--- src/rtl/gray_fifo_ctrl.sv ---
// gray_fifo_ctrl: single-clock FIFO pointer controller for an external
// storage array. Keeps binary and Gray-coded read/write pointers, produces
// storage addresses and the write strobe, and registers full/empty/level.
// Optional feature: define GRAY_FIFO_CTRL_ALMOST_EN to add the registered
// almost_full output and its ALMOST_FULL_LEVEL threshold parameter.
module gray_fifo_ctrl #(
  parameter int ADDR_WIDTH = 4
`ifdef GRAY_FIFO_CTRL_ALMOST_EN
  , parameter int ALMOST_FULL_LEVEL = 2**ADDR_WIDTH - 1
`endif
) (
  input  logic                  clk,
  input  logic                  reset,
  input  logic                  flush,
  input  logic                  wr_valid,
  output logic                  wr_ready,
  output logic                  rd_valid,
  input  logic                  rd_ready,
  output logic                  wr_en,
  output logic [ADDR_WIDTH-1:0] wr_addr,
  output logic [ADDR_WIDTH-1:0] rd_addr,
  output logic [ADDR_WIDTH:0]   wr_ptr_gray,
  output logic [ADDR_WIDTH:0]   rd_ptr_gray,
  output logic [ADDR_WIDTH:0]   level,
  output logic                  full,
`ifdef GRAY_FIFO_CTRL_ALMOST_EN
  output logic                  almost_full,
`endif
  output logic                  empty
);

  localparam int PW = ADDR_WIDTH + 1;

  // Gray pointers of a full FIFO differ exactly in their two top bits.
  localparam logic [PW-1:0] FULL_DIFF = PW'(2'b11) << (PW - 2);

  // Binary to Gray conversion shared by both pointers.
  function automatic logic [PW-1:0] bin2gray(input logic [PW-1:0] bin);
    return bin ^ (bin >> 1);
  endfunction

  logic [PW-1:0] wr_bin_r;
  logic [PW-1:0] rd_bin_r;
  logic [PW-1:0] wr_gray_r;
  logic [PW-1:0] rd_gray_r;
  logic [PW-1:0] level_r;
  logic          full_r;
  logic          empty_r;

  logic          push_s;
  logic          pop_s;
  logic [PW-1:0] wr_bin_next_s;
  logic [PW-1:0] rd_bin_next_s;
  logic [PW-1:0] wr_gray_next_s;
  logic [PW-1:0] rd_gray_next_s;
  logic [PW-1:0] level_next_s;
  logic          full_next_s;
  logic          empty_next_s;

`ifdef GRAY_FIFO_CTRL_ALMOST_EN
  logic          almost_full_r;
  logic          almost_full_next_s;
`endif

  // Handshake qualification: no push while full, no pop while empty,
  // and flush suppresses the storage write strobe.
  always_comb begin
    push_s = 1'b0;
    pop_s  = 1'b0;
    if (flush) begin
      push_s = 1'b0;
      pop_s  = 1'b0;
    end else begin
      push_s = wr_valid && !full_r;
      pop_s  = rd_ready && !empty_r;
    end
  end

  // Next pointer, level and flag values; flush returns everything to reset state.
  always_comb begin
    wr_bin_next_s  = wr_bin_r;
    rd_bin_next_s  = rd_bin_r;
    wr_gray_next_s = wr_gray_r;
    rd_gray_next_s = rd_gray_r;
    level_next_s   = level_r;
    full_next_s    = full_r;
    empty_next_s   = empty_r;
`ifdef GRAY_FIFO_CTRL_ALMOST_EN
    almost_full_next_s = almost_full_r;
`endif
    if (flush) begin
      wr_bin_next_s  = {PW{1'b0}};
      rd_bin_next_s  = {PW{1'b0}};
      wr_gray_next_s = {PW{1'b0}};
      rd_gray_next_s = {PW{1'b0}};
      level_next_s   = {PW{1'b0}};
      full_next_s    = 1'b0;
      empty_next_s   = 1'b1;
`ifdef GRAY_FIFO_CTRL_ALMOST_EN
      almost_full_next_s = 1'b0;
`endif
    end else begin
      wr_bin_next_s  = wr_bin_r + PW'(push_s);
      rd_bin_next_s  = rd_bin_r + PW'(pop_s);
      wr_gray_next_s = bin2gray(wr_bin_next_s);
      rd_gray_next_s = bin2gray(rd_bin_next_s);
      level_next_s   = wr_bin_next_s - rd_bin_next_s;
      empty_next_s   = (wr_gray_next_s == rd_gray_next_s);
      full_next_s    = ((wr_gray_next_s ^ rd_gray_next_s) == FULL_DIFF);
`ifdef GRAY_FIFO_CTRL_ALMOST_EN
      almost_full_next_s = (level_next_s >= PW'(ALMOST_FULL_LEVEL));
`endif
    end
  end

  // Pointer, level and flag registers with synchronous reset.
  always_ff @(posedge clk) begin
    if (reset) begin
      wr_bin_r  <= {PW{1'b0}};
      rd_bin_r  <= {PW{1'b0}};
      wr_gray_r <= {PW{1'b0}};
      rd_gray_r <= {PW{1'b0}};
      level_r   <= {PW{1'b0}};
      full_r    <= 1'b0;
      empty_r   <= 1'b1;
    end else begin
      wr_bin_r  <= wr_bin_next_s;
      rd_bin_r  <= rd_bin_next_s;
      wr_gray_r <= wr_gray_next_s;
      rd_gray_r <= rd_gray_next_s;
      level_r   <= level_next_s;
      full_r    <= full_next_s;
      empty_r   <= empty_next_s;
    end
  end

`ifdef GRAY_FIFO_CTRL_ALMOST_EN
  // Registered almost-full flag tracking the next level against the threshold.
  always_ff @(posedge clk) begin
    if (reset) begin
      almost_full_r <= 1'b0;
    end else begin
      almost_full_r <= almost_full_next_s;
    end
  end

  assign almost_full = almost_full_r;
`endif

  assign wr_en       = push_s;
  assign wr_ready    = !full_r;
  assign rd_valid    = !empty_r;
  assign wr_addr     = wr_bin_r[ADDR_WIDTH-1:0];
  assign rd_addr     = rd_bin_r[ADDR_WIDTH-1:0];
  assign wr_ptr_gray = wr_gray_r;
  assign rd_ptr_gray = rd_gray_r;
  assign level       = level_r;
  assign full        = full_r;
  assign empty       = empty_r;

endmodule

--- config.mk ---
export PLATFORM = sky130hd
export DESIGN_NAME = gray_fifo_ctrl
export DESIGN_NICKNAME = d
export VERILOG_FILES = /design/src/rtl/gray_fifo_ctrl.sv
export SDC_FILE = /design/constraint.sdc
export NUM_CORES = 1
export LEC_CHECK = 0
export ABC_AREA = 1
export BUFFER_PORTS_ARGS = -buffer_cell sky130_fd_sc_hd__clkbuf_2
export CAP_MARGIN = 20
export CORE_MARGIN = 4
export CORE_UTILIZATION = 37
export CTS_CLUSTER_SIZE = 14
export DETAILED_ROUTE_END_ITERATION = 10
export PLACE_DENSITY_LB_ADDON = 0.2
export SLEW_MARGIN = 15
export SYNTH_ARGS = -nofsm -noshare
export SYNTH_HDL_FRONTEND = slang
export SYNTH_SLANG_ARGS = --single-unit
--- constraint.sdc ---
create_clock -name clk -period 6.9 [get_ports clk]
set_clock_uncertainty 0.1 [all_clocks]
set_input_delay 1.725 -clock clk [delete_from_list [all_inputs] [get_ports clk]]
set_output_delay 1.725 -clock clk [all_outputs]
set_load 0.01 [all_outputs]
; Yosys cells after proc, flatten, opt, wreduce, memory -nomap -nowiden
; Cells that the tools add are included.
[classes]
n_addsub = 3
eq_ne = 2
mux = 2
n_bitwise = 3
n_reduce_logical = 5
[ops]
columns = cell, count
row1 = 5-bit by 1-bit adder with 5-bit output, 2
row2 = 5-bit by 4-bit bitwise XOR with 5-bit output, 2
row3 = 5-bit == test, 1
row4 = 5-bit == test (second input constant), 1
row5 = 5-bit subtractor, 1
row6 = 5-bit bitwise XOR, 1
row7 = 1-bit logical AND, 2
row8 = 1-bit zero test, 2
row9 = 1-bit two-way mux, 2
row10 = 2-bit OR reduction, 1
[totals]
regBits = 27
input_bits = 5

; Logic depth before layout (Yosys ltp)
; Gate-level depths: netlist of run 1.
[depth]
depth_word = 7
depth_mapped = 15

; Worst setup path before layout of run 1
; No wires, ideal clock.
[synth_path]
path_kind = input port to output port
start = in wr_valid
end = out wr_en
t_arrival_ps = 1963
required_ps = 5075
slack_ps = 3112
path_stages = 2
n_path_buf = 0
cell_sequence = nand2_1 nor2_1
[synth_between]
elab_chain_len = 2
[synth_lines]
columns = item, line_no
row1 = "start, declared", 15  ; input logic wr_valid,
row2 = 1-bit logical AND, 74  ; push_s = wr_valid && !full_r;
row3 = 1-bit two-way mux, 70  ; if (flush) begin
row4 = "end, declared", 19  ; output logic wr_en,
; Every way passes these cells.

; Final worst setup path of run 1
; Ends and elaborated chain as after synthesis.

==> results of run 1 <==
## sequential cells by signal, summed over array words and instances (netlist names)
register and cells:
wr_ptr_gray 4, empty 1, rd_bin_r 5, full 1, rd_ptr_gray 4, wr_bin_r 5
level 5
## through the flow
stage,setup WS (ns),instances
6_report,2.92,286
5_1_grt,2.87,286
4_1_cts,2.91,286
3_5_place_dp,2.91,282
3_3_place_gp,2.92,282
2_1_floorplan,3.11,206
## cells by family after synthesis
| kind of cell | Yosys count | synth area share, % |
|---|---|---|
| AND/OR/NAND/NOR | 137 | 46.1 |
| buffers and inverters | 29 | 8.50 |
| flip-flops | 25 | 35.4 |
| AO/OA/AOI/OAI | 8 | 3.27 |
| adder cells (fa/ha/maj) | 7 | 6.73 |
## worst max path at each step
stage	slack, ns	start	cells past startpoint	end
floorplan	3.11	wr_valid	2	wr_en
global placement	2.92	wr_valid	4	wr_en
detailed placement	2.91	flush	3	wr_en
CTS	2.91	flush	3	wr_en
global route	2.87	wr_valid	4	wr_en
finish	2.92	wr_valid	4	wr_en
## power groups by stage
stage	logic (mW)	registers (mW)	clock network, mW
after floorplan	0.00977	0.150	0
after global placement	0.0162	0.150	0
after detailed placement	0.0159	0.150	0
after CTS	0.0161	0.146	0.0904
after global routing	0.0182	0.146	0.0955
final	0.0157	0.146	0.0895
## cell usage in the layout (no fill, tap or decap)
master	netlist	final
nor2_1	25	25
inv_1	20	20
a21oi_1	2	2
nand2_4	3	3
clkbuf_8	0	3
nand2_2	14	14
dfxtp_1	25	25
clkbuf_1	2	1
nand2_8	1	1
nand3_2	3	3
nand2_1	70	70
clkbuf_2	0	32
nand4_1	9	9
nor2_2	1	1
nor2_4	1	1
fa_1	1	1
inv_2	5	5
o21bai_1	1	1
o21ai_1	2	2
ha_1	6	6
a21oi_2	1	1
nand3_1	10	10
o21ai_0	2	2
## layer usage
metal,share of wire [%],vias to the layer above,track usage [%]
li1,-,707,-
met1,51,572,18.4
met2,43,29,21.8
met3,4.0,7,3.04
met4,2.0,0,4.89
met5,0,-,0
## worst min-delay path: stages (launching register included)
cell and delay, ns:
dfxtp_1 0.34, nand4_1 0.10, nand2_2 0.08, nor2_1 0.08
## final cells by class
type                    instances  area share (%)
multi-input cells             152            48.0
flip-flops and latches         25            30.3
repair buffers                 32            9.69
inverters                      25            5.68
well taps                      48            3.63
clock buffers                   4            2.73
==> impl_metrics.csv, run 1 <==
group,metric,value,unit
routing,drt-total-wl,2.99,mm
pwr,areal_power_density_over_the_cells,152,nW/um^2
placed_design,post-dp-hpwl,2.36,mm
setup_path,critical_path_required,5.08,ns
setup_path,rr_worst_depth,13,
clock_tree,cts.repair_timing.setup_buffer_count,0,
clock_tree,clk_pin_slew,0.09,ns
global_route,vias_in_the_first_global_route,1359,
pwr,netSwitchingFraction,23.3,%
clock_tree,clk_latency,0.27,ns
clock_tree,post_cts_resized,0,
timing,achievable_frequency,0.251,GHz
setup_path,worstSetupPathType,"primary input to primary output",
worst_hold_path,min_to,"wr_bin_r[4]$_SDFF_PP0_",
global_route,global_route_wire_length_before_repair,5.70,mm
worst_hold_path,whs_path_depth,3,
global_route,grt.overflow.total,0,
logic_synthesis,share_of_flip_flops_with_an_asynchronous_set_or_reset,0,%
finish,ff_latch_area,500,sq um
finish,antenna_diodes,0,
routing,vias_per_cell,4.60,
pwr,power.net_switching,0.0586,mW
clock_tree,cts_root_buf,"clkbuf_8",
timing,rsz0062_at_grt,"false",
worst_hold_path,holdCritStartpoint,"wr_bin_r[4]$_SDFF_PP0_",
timing,fin_setup_tns,0,ns
pwr,p_comb_share,6.2,%
setup_path,timing.critical_path.to_type,"primary output",
worst_hold_path,holdCritPathClass,"flip-flop to flip-flop",
clock_tree,clock_path_buffers,2,
placed_design,io_buffer_count,32,
timing,finalCriticalPeriod,3.98,ns
clock_tree,number_of_buffers_inserted_during_clock_tree_synthesis,3,
global_route,pin_count_of_the_biggest_net_entering_global_routing,22,
clock_tree,post_cts_hold_buffer_count,0,
die,dieHeight,69.8,um
logic_synthesis,mappedNetlistArea,1410,sq um
logic_synthesis,synth_cells,206,
finish,final_standard_cell_area_without_fillers,1650,sq um
timing,hold_viol,0,
routing,drt_first_pass_iters,4,
routing,initialDrtViolationCount,50,
clock_tree,cts.htree.levels,1,
routing,remaining_number_of_nets_flagged_by_the_antenna_check_after_routing,0,
setup_path,critical_path.cell_chain,"clkbuf_2, nand2_1, nor2_1, clkbuf_2",
pwr,fin_total_pwr,0.251,mW
logic_synthesis,syn_nets,218,
finish,postLayoutCoreUtil,44.8,%
logic_synthesis,synth_sequential_area_ratio,35.4,%
setup_path,critical_path.max_fanout,2,
die,placementRows,22,
pwr,internal_power,0.193,mW
timing,worst_hold_slack,0.538,ns
timing,worst_slew_pin_slew,0.639,ns
finish,nets,251,
setup_path,endpoint_of_the_lowest_slack_register_to_register_path,"level[4]$_SDFF_PP0_",
pwr,share_seq_of_total_power,58.2,%
finish,multiInputGateArea,793,sq um
logic_synthesis,synth_top_cell_by_area,"dfxtp_1",
setup_path,critPathSlowestCell,"clkbuf_2",
setup_path,worstPathArrival,2.15,ns
pwr,leakage,0.879,nW
clock_tree,cts.sinks,25,
logic_synthesis,synth_top_flop_cell,"dfxtp_1",
die,num_io_pins,33,
logic_synthesis,synth_cell_types,23,
pwr,share_clk_of_total_power,35.6,%
die,die_area,4870,sq um
die,placeableCoreArea,3690,sq um
finish,drive_gt1_share,26.9,%
setup_path,critical_path_source_type,"primary input",
run,cap_violations,0,
logic_synthesis,yosysWarningCount,0,
global_route,grt_use_total,13.8,%
logic_synthesis,synthMostInstantiatedCell,"nand2_1",
placed_design,dpl_cell_area,1610,sq um
clock_tree,cts_tree,"built",
routing,drc,0,
logic_synthesis,synthDominantCellAreaShare,35.4,%
finish,filler_cell_count,408,
global_route,antenna_found_initial,0,
setup_path,r2r-start,"full$_SDFF_PP0_",
logic_synthesis,netlist_top_cells_area,"dfxtp_1 35%, nand2_1 19%, nor2_1 6.6%",
setup_path,critical_path.top_delay_family,"buffers and inverters",
pwr,power.ir.vdd_worst,67.8,uV
status,run_status,"finished clean",
timing,slew_viol_final,0,
logic_synthesis,synth_edf_count,0,
routing,num_vias,1315,
logic_synthesis,synth.avg_cell_area,6.86,sq um
logic_synthesis,yosys-top-cells-count,"70 x nand2_1, 25 x dfxtp_1, 25 x nor2_1, 20 x inv_1, 14 x nand2_2",
setup_path,critical-path-max-stage-delay,0.16,ns
timing,layout_worst_path_cycle_share,57.7,%
timing,timing.max_slew.rel_slack,57.4,%
placed_design,place_congestion,0.858,
setup_path,ff2ff_setup_slack,4.51,ns
setup_path,path_buf_inv,2,
finish,syn2layout_area_growth,16.9,%
timing,timing.final.setup_violations,0,
die,effective_utilization_at_floorplan,38.3,%
die,die_x,69.8,um
routing,wl_per_cell,10.5,um
logic_synthesis,ys_seq_elements,25,
setup_path,crit_path_frequent_cell,"clkbuf_2",
Power figures use the tool's default switching activity.
==> run 2, diff against run 1 <==
clock period = 4.1 ns   (was 6.9 ns; I/O delays follow)
==> run 2 against run 1 <==
  * Setup slack got worse by 1.7 ns
  * Sequential power up 68%
  * Die area unchanged
  * Cell area stayed put
  * Count of clock-buffer cells in the layout stayed put
  * Combinational power increased by 70%
  * Largest cell class unchanged
  * Register-to-register slack worse by 2.8 ns
  * Utilization unchanged
==> impl_metrics.csv, run 2 (synthesized netlist as in run 1, its figures left out) <==
group,metric,value,unit
status,run_status,"finished clean",
setup_path,rr_worst_depth,13,
global_route,grt_use_total,13.2,%
routing,initialDrtViolationCount,44,
finish,ff_latch_area,500,sq um
setup_path,critical_path_required,4.17,ns
worst_hold_path,holdCritStartpoint,"wr_bin_r[4]$_SDFF_PP0_",
clock_tree,cts_tree,"built",
die,die_area,4870,sq um
placed_design,post-dp-hpwl,2.37,mm
finish,mostFrequentLayoutCell,"nand2_1",
worst_hold_path,holdCritPathClass,"flip-flop to flip-flop",
global_route,pin_count_of_the_biggest_net_entering_global_routing,22,
routing,detailroute.wirelength.met2,1.32,mm
setup_path,critical_path.max_fanout,5,
placed_design,io_buffer_count,32,
pwr,share_seq_of_total_power,58.9,%
routing,num_vias,1306,
clock_tree,number_of_buffers_inserted_during_clock_tree_synthesis,3,
setup_path,critical-path-max-stage-delay,0.43,ns
routing,drc,0,
setup_path,path_buf_inv,4,
timing,finalCriticalPeriod,2.84,ns
timing,worst_slew_pin_slew,0.659,ns
finish,filler_cell_count,413,
die,effective_utilization_at_floorplan,38.3,%
clock_tree,clock_path_buffers,2,
die,die_x,69.8,um
clock_tree,post_cts_hold_buffer_count,0,
die,dieHeight,69.8,um
routing,remaining_number_of_nets_flagged_by_the_antenna_check_after_routing,0,
routing,vias_per_cell,4.57,
clock_tree,clk_pin_slew,0.09,ns
setup_path,worstSetupPathType,"primary input to flip-flop",
run,cap_violations,0,
global_route,grt.overflow.total,0,
setup_path,critPathSlowestCell,"fa_1",
setup_path,timing.critical_path.to_type,"flip-flop",
setup_path,critical_path.cell_chain,"clkbuf_2, nand2_1, nor2_1, ha_1, ha_1, inv_1, fa_1, inv_1, a21oi_2, o21ai_1, nand2_1, nand2_1, inv_1",
setup_path,crit_path_start,"wr_valid",
finish,nets,251,
timing,rsz0062_at_grt,"false",
clock_tree,cts.htree.levels,1,
die,num_io_pins,33,
timing,layout_worst_path_cycle_share,69.2,%
timing,timing.final.setup_violations,0,
routing,met3_length,129,um
placed_design,place_congestion,0.808,
routing,wl_per_cell,10.4,um
finish,drive_gt1_share,26.9,%
clock_tree,cts_root_buf,"clkbuf_8",
die,placementRows,22,
routing,drt-total-wl,2.98,mm
setup_path,r2r-start,"full$_SDFF_PP0_",
pwr,netSwitchingFraction,22.4,%
setup_path,worstPathArrival,2.91,ns
clock_tree,post_cts_resized,0,
worst_hold_path,whs_path_depth,3,
timing,hold_viol,0,
finish,multiInputGateArea,793,sq um
global_route,vias_in_the_first_global_route,1246,
global_route,antenna_found_initial,0,
routing,top_layer_used,"met4",
clock_tree,cts.sinks,25,
setup_path,worst-path-stages,13,
timing,worst_hold_slack,0.535,ns
setup_path,critical_path.top_delay_family,"adder cells",
pwr,internal_power,0.324,mW
pwr,power.ir.vdd_worst,225,uV
finish,antenna_diodes,0,
pwr,leakage,0.879,nW
finish,syn2layout_area_growth,16.9,%
timing,timing.max_slew.rel_slack,56.0,%
timing,slew_viol_final,0,
clock_tree,clk_latency,0.26,ns
routing,drt_first_pass_iters,4,
pwr,share_clk_of_total_power,34.7,%
pwr,power.net_switching,0.0936,mW
pwr,p_comb_share,6.4,%
finish,final_cell_mix,"70 x nand2_1, 32 x clkbuf_2, 25 x nor2_1, 25 x dfxtp_1, 20 x inv_1",
global_route,global_route_wire_length_before_repair,5.28,mm
pwr,areal_power_density_over_the_cells,253,nW/um^2
clock_tree,cts.repair_timing.setup_buffer_count,0,
timing,fin_setup_tns,0,ns
routing,wl_met1,1.48,mm
timing,achievable_frequency,0.352,GHz
die,placeableCoreArea,3690,sq um
setup_path,critical_path_source_type,"primary input",
run 2: path summary, 6_finish.rpt:
kind / endpoint / slack (ns)
worst max-delay path: level[4]$_SDFF_PP0_ / 1.26
worst min-delay path: wr_bin_r[4]$_SDFF_PP0_ / 0.53
worst max register to register: level[4]$_SDFF_PP0_ / 1.72
worst min register to register: wr_bin_r[4]$_SDFF_PP0_ / 0.53
run 2: area by class of cell:
class | instances | area share (%)
clock buffer | 4 | 2.73
inverter | 25 | 5.68
multi-input combinational | 152 | 48.0
tap | 48 | 3.63
timing repair buffer | 32 | 9.69
sequential | 25 | 30.3
run 2: through the flow:
stage          total power [mW]  cell area (sq um)  setup slack [ns]  util, %  std cells
6_report                  0.418               1650              1.26     44.8        286
2_1_floorplan             0.269               1410              1.27        -        206
4_1_cts                   0.427               1650              1.24     44.8        286
3_3_place_gp              0.279               1610             0.950     43.6        282
5_1_grt                   0.441               1650              1.10     44.8        286
3_5_place_dp              0.279               1610             0.957     43.6        282
run 2: power by group through the flow:
stage	registers, mW	logic (mW)	clock network, mW
floorplan	0.253	0.0164	0
global placement	0.252	0.0277	0
detailed placement	0.252	0.0271	0
CTS	0.246	0.0272	0.153
global route	0.246	0.0303	0.164
finish	0.246	0.0267	0.145
run 2: metal layers:
metal  global-route usage, %  vias to the layer above
li1                        -                      704
met5                       0                        -
met1                    17.3                      571
met2                    21.2                       27
met4                    3.83                        0
met3                    3.62                        4
run 2: tightest hold or removal path, delay by kind of cell, from the launching register on:
family           cells  cell delay (ns)
flip-flops           1             0.34
AND/OR/NAND/NOR      3             0.26
==> run 3, diff against run 2 <==
clock period = 2.8 ns   (was 4.1 ns; I/O delays follow)
==> run 3 against run 2 <==
  * Sequential power grew 46%
  * First-iteration DRC count decreased by 18%
  * Clock power increased by 48%
  * Hold slack better by 0.0027 ns
  * Power is 47% higher
  * Combinational power increased by 46%
==> impl_metrics.csv, run 3 (synthesized netlist as in run 1, its figures left out) <==
group,metric,value,unit
routing,wl_per_cell,10.6,um
die,die_area,4870,sq um
die,dieHeight,69.8,um
pwr,areal_power_density_over_the_cells,372,nW/um^2
timing,final_critical_path_setup_slack,0.278,ns
finish,final_cell_mix,"70 x nand2_1, 32 x clkbuf_2, 25 x nor2_1, 25 x dfxtp_1, 20 x inv_1",
timing,rsz0062_at_grt,"false",
placed_design,post-place-ws,-0.0262,ns
timing,timing.final.setup_violations,0,
setup_path,critical_path_source_type,"primary input",
timing,worst_hold_slack,0.537,ns
setup_path,worstPathArrival,2.60,ns
setup_path,critical_path.max_fanout,5,
routing,vias_per_cell,4.59,
placed_design,place_congestion,0.807,
clock_tree,cts_tree,"built",
pwr,share_seq_of_total_power,58.6,%
finish,drive_gt1_share,27.3,%
status,run_status,"finished clean",
global_route,grt.overflow.total,0,
finish,mostFrequentLayoutCell,"nand2_1",
timing,timing.max_slew.rel_slack,53.7,%
clock_tree,cts.htree.levels,1,
finish,nets,251,
placed_design,post-dp-hpwl,2.39,mm
clock_tree,cts.repair_timing.setup_buffer_count,0,
routing,remaining_number_of_nets_flagged_by_the_antenna_check_after_routing,0,
die,num_io_pins,33,
timing,fin_setup_tns,0,ns
global_route,grt_use_total,13.5,%
pwr,power.net_switching,0.142,mW
routing,drt-total-wl,3.02,mm
routing,initialDrtViolationCount,36,
die,effective_utilization_at_floorplan,38.3,%
global_route,pin_count_of_the_biggest_net_entering_global_routing,22,
global_route,antenna_found_initial,0,
die,placementRows,22,
setup_path,ff2ff_setup_slack,0.41,ns
routing,wl_met1,1.42,mm
timing,slew_viol_final,0,
setup_path,timing.critical_path.to_type,"flip-flop",
timing,finalCriticalPeriod,2.52,ns
clock_tree,clock_path_buffers,2,
routing,num_vias,1313,
clock_tree,post_cts_hold_buffer_count,0,
routing,detailroute.wirelength.met2,1.38,mm
timing,layout_worst_path_cycle_share,90.1,%
routing,drc,0,
pwr,leakage,0.881,nW
routing,drt_first_pass_iters,4,
timing,achievable_frequency,0.397,GHz
routing,met3_length,164,um
setup_path,worstSetupPathType,"primary input to flip-flop",
clock_tree,clk_latency,0.28,ns
finish,antenna_diodes,0,
routing,top_layer_used,"met4",
clock_tree,post_cts_resized,0,
global_route,global_route_wire_length_before_repair,5.35,mm
setup_path,critical_path_required,2.88,ns
clock_tree,cts_root_buf,"clkbuf_8",
pwr,share_clk_of_total_power,35.0,%
run,cap_violations,0,
pwr,p_comb_share,6.4,%
pwr,internal_power,0.473,mW
clock_tree,cts.sinks,25,
finish,syn2layout_area_growth,17.0,%
pwr,power.ir.vdd_worst,184,uV
clock_tree,clk_pin_slew,0.08,ns
die,placeableCoreArea,3690,sq um
worst_hold_path,holdCritPathClass,"flip-flop to flip-flop",
die,die_x,69.8,um
timing,worst_slew_pin_slew,0.693,ns
pwr,netSwitchingFraction,23.1,%
global_route,vias_in_the_first_global_route,1250,
timing,hold_viol,0,
clock_tree,number_of_buffers_inserted_during_clock_tree_synthesis,3,
placed_design,io_buffer_count,32,
[run 3: worst paths after layout]
path	start	endpoint	cells past startpoint
max	wr_valid	level[4]$_SDFF_PP0_	13
min	wr_bin_r[4]$_SDFF_PP0_	wr_bin_r[4]$_SDFF_PP0_	3
max reg2reg	full$_SDFF_PP0_	level[4]$_SDFF_PP0_	13
min reg2reg	wr_bin_r[4]$_SDFF_PP0_	wr_bin_r[4]$_SDFF_PP0_	3
[run 3: power groups by stage]
stage	combinational, mW	clock (mW)	sequential, mW
detailed placement	0.0397	0	0.369
finish	0.0391	0.215	0.360
CTS	0.0398	0.223	0.360
global route	0.0449	0.233	0.361
global placement	0.0405	0	0.369
floorplan	0.0241	0	0.371
[run 3: routing by layer]
metal | track usage [%] | up-vias
met1 | 17.3 | 571
met4 | 5.74 | 0
met3 | 2.32 | 5
li1 | - | 706
met5 | 0 | -
met2 | 22.0 | 31
[run 3: layout make-up]
cell class	count	area, sq um
multi-input combinational	152	793
clock inverter	1	5.00
tap	48	60.1
sequential	25	500
clock buffer	3	41.3
timing repair buffer	32	160
fill	407	2030
inverter	25	93.8
[run 3: through the flow]
| step | total power, mW | cells | utilization, % | instance area, sq um |
|---|---|---|---|---|
| after floorplan | 0.395 | 206 | - | 1410 |
| after global placement | 0.409 | 282 | 43.6 | 1610 |
| after detailed placement | 0.408 | 282 | 43.6 | 1610 |
| after CTS | 0.623 | 286 | 44.8 | 1650 |
| after global routing | 0.639 | 286 | 44.8 | 1650 |
| final | 0.615 | 286 | 44.8 | 1650 |
[run 3: critical path: stages]
cell,delay (ns)
clkbuf_2,0.08
nand2_1,0.06
nor2_1,0.06
ha_1,0.26
ha_1,0.40
inv_1,0.16
fa_1,0.44
inv_1,0.10
a21oi_2,0.06
o21ai_1,0.13
nand2_1,0.06
nand2_1,0.05
inv_1,0.03
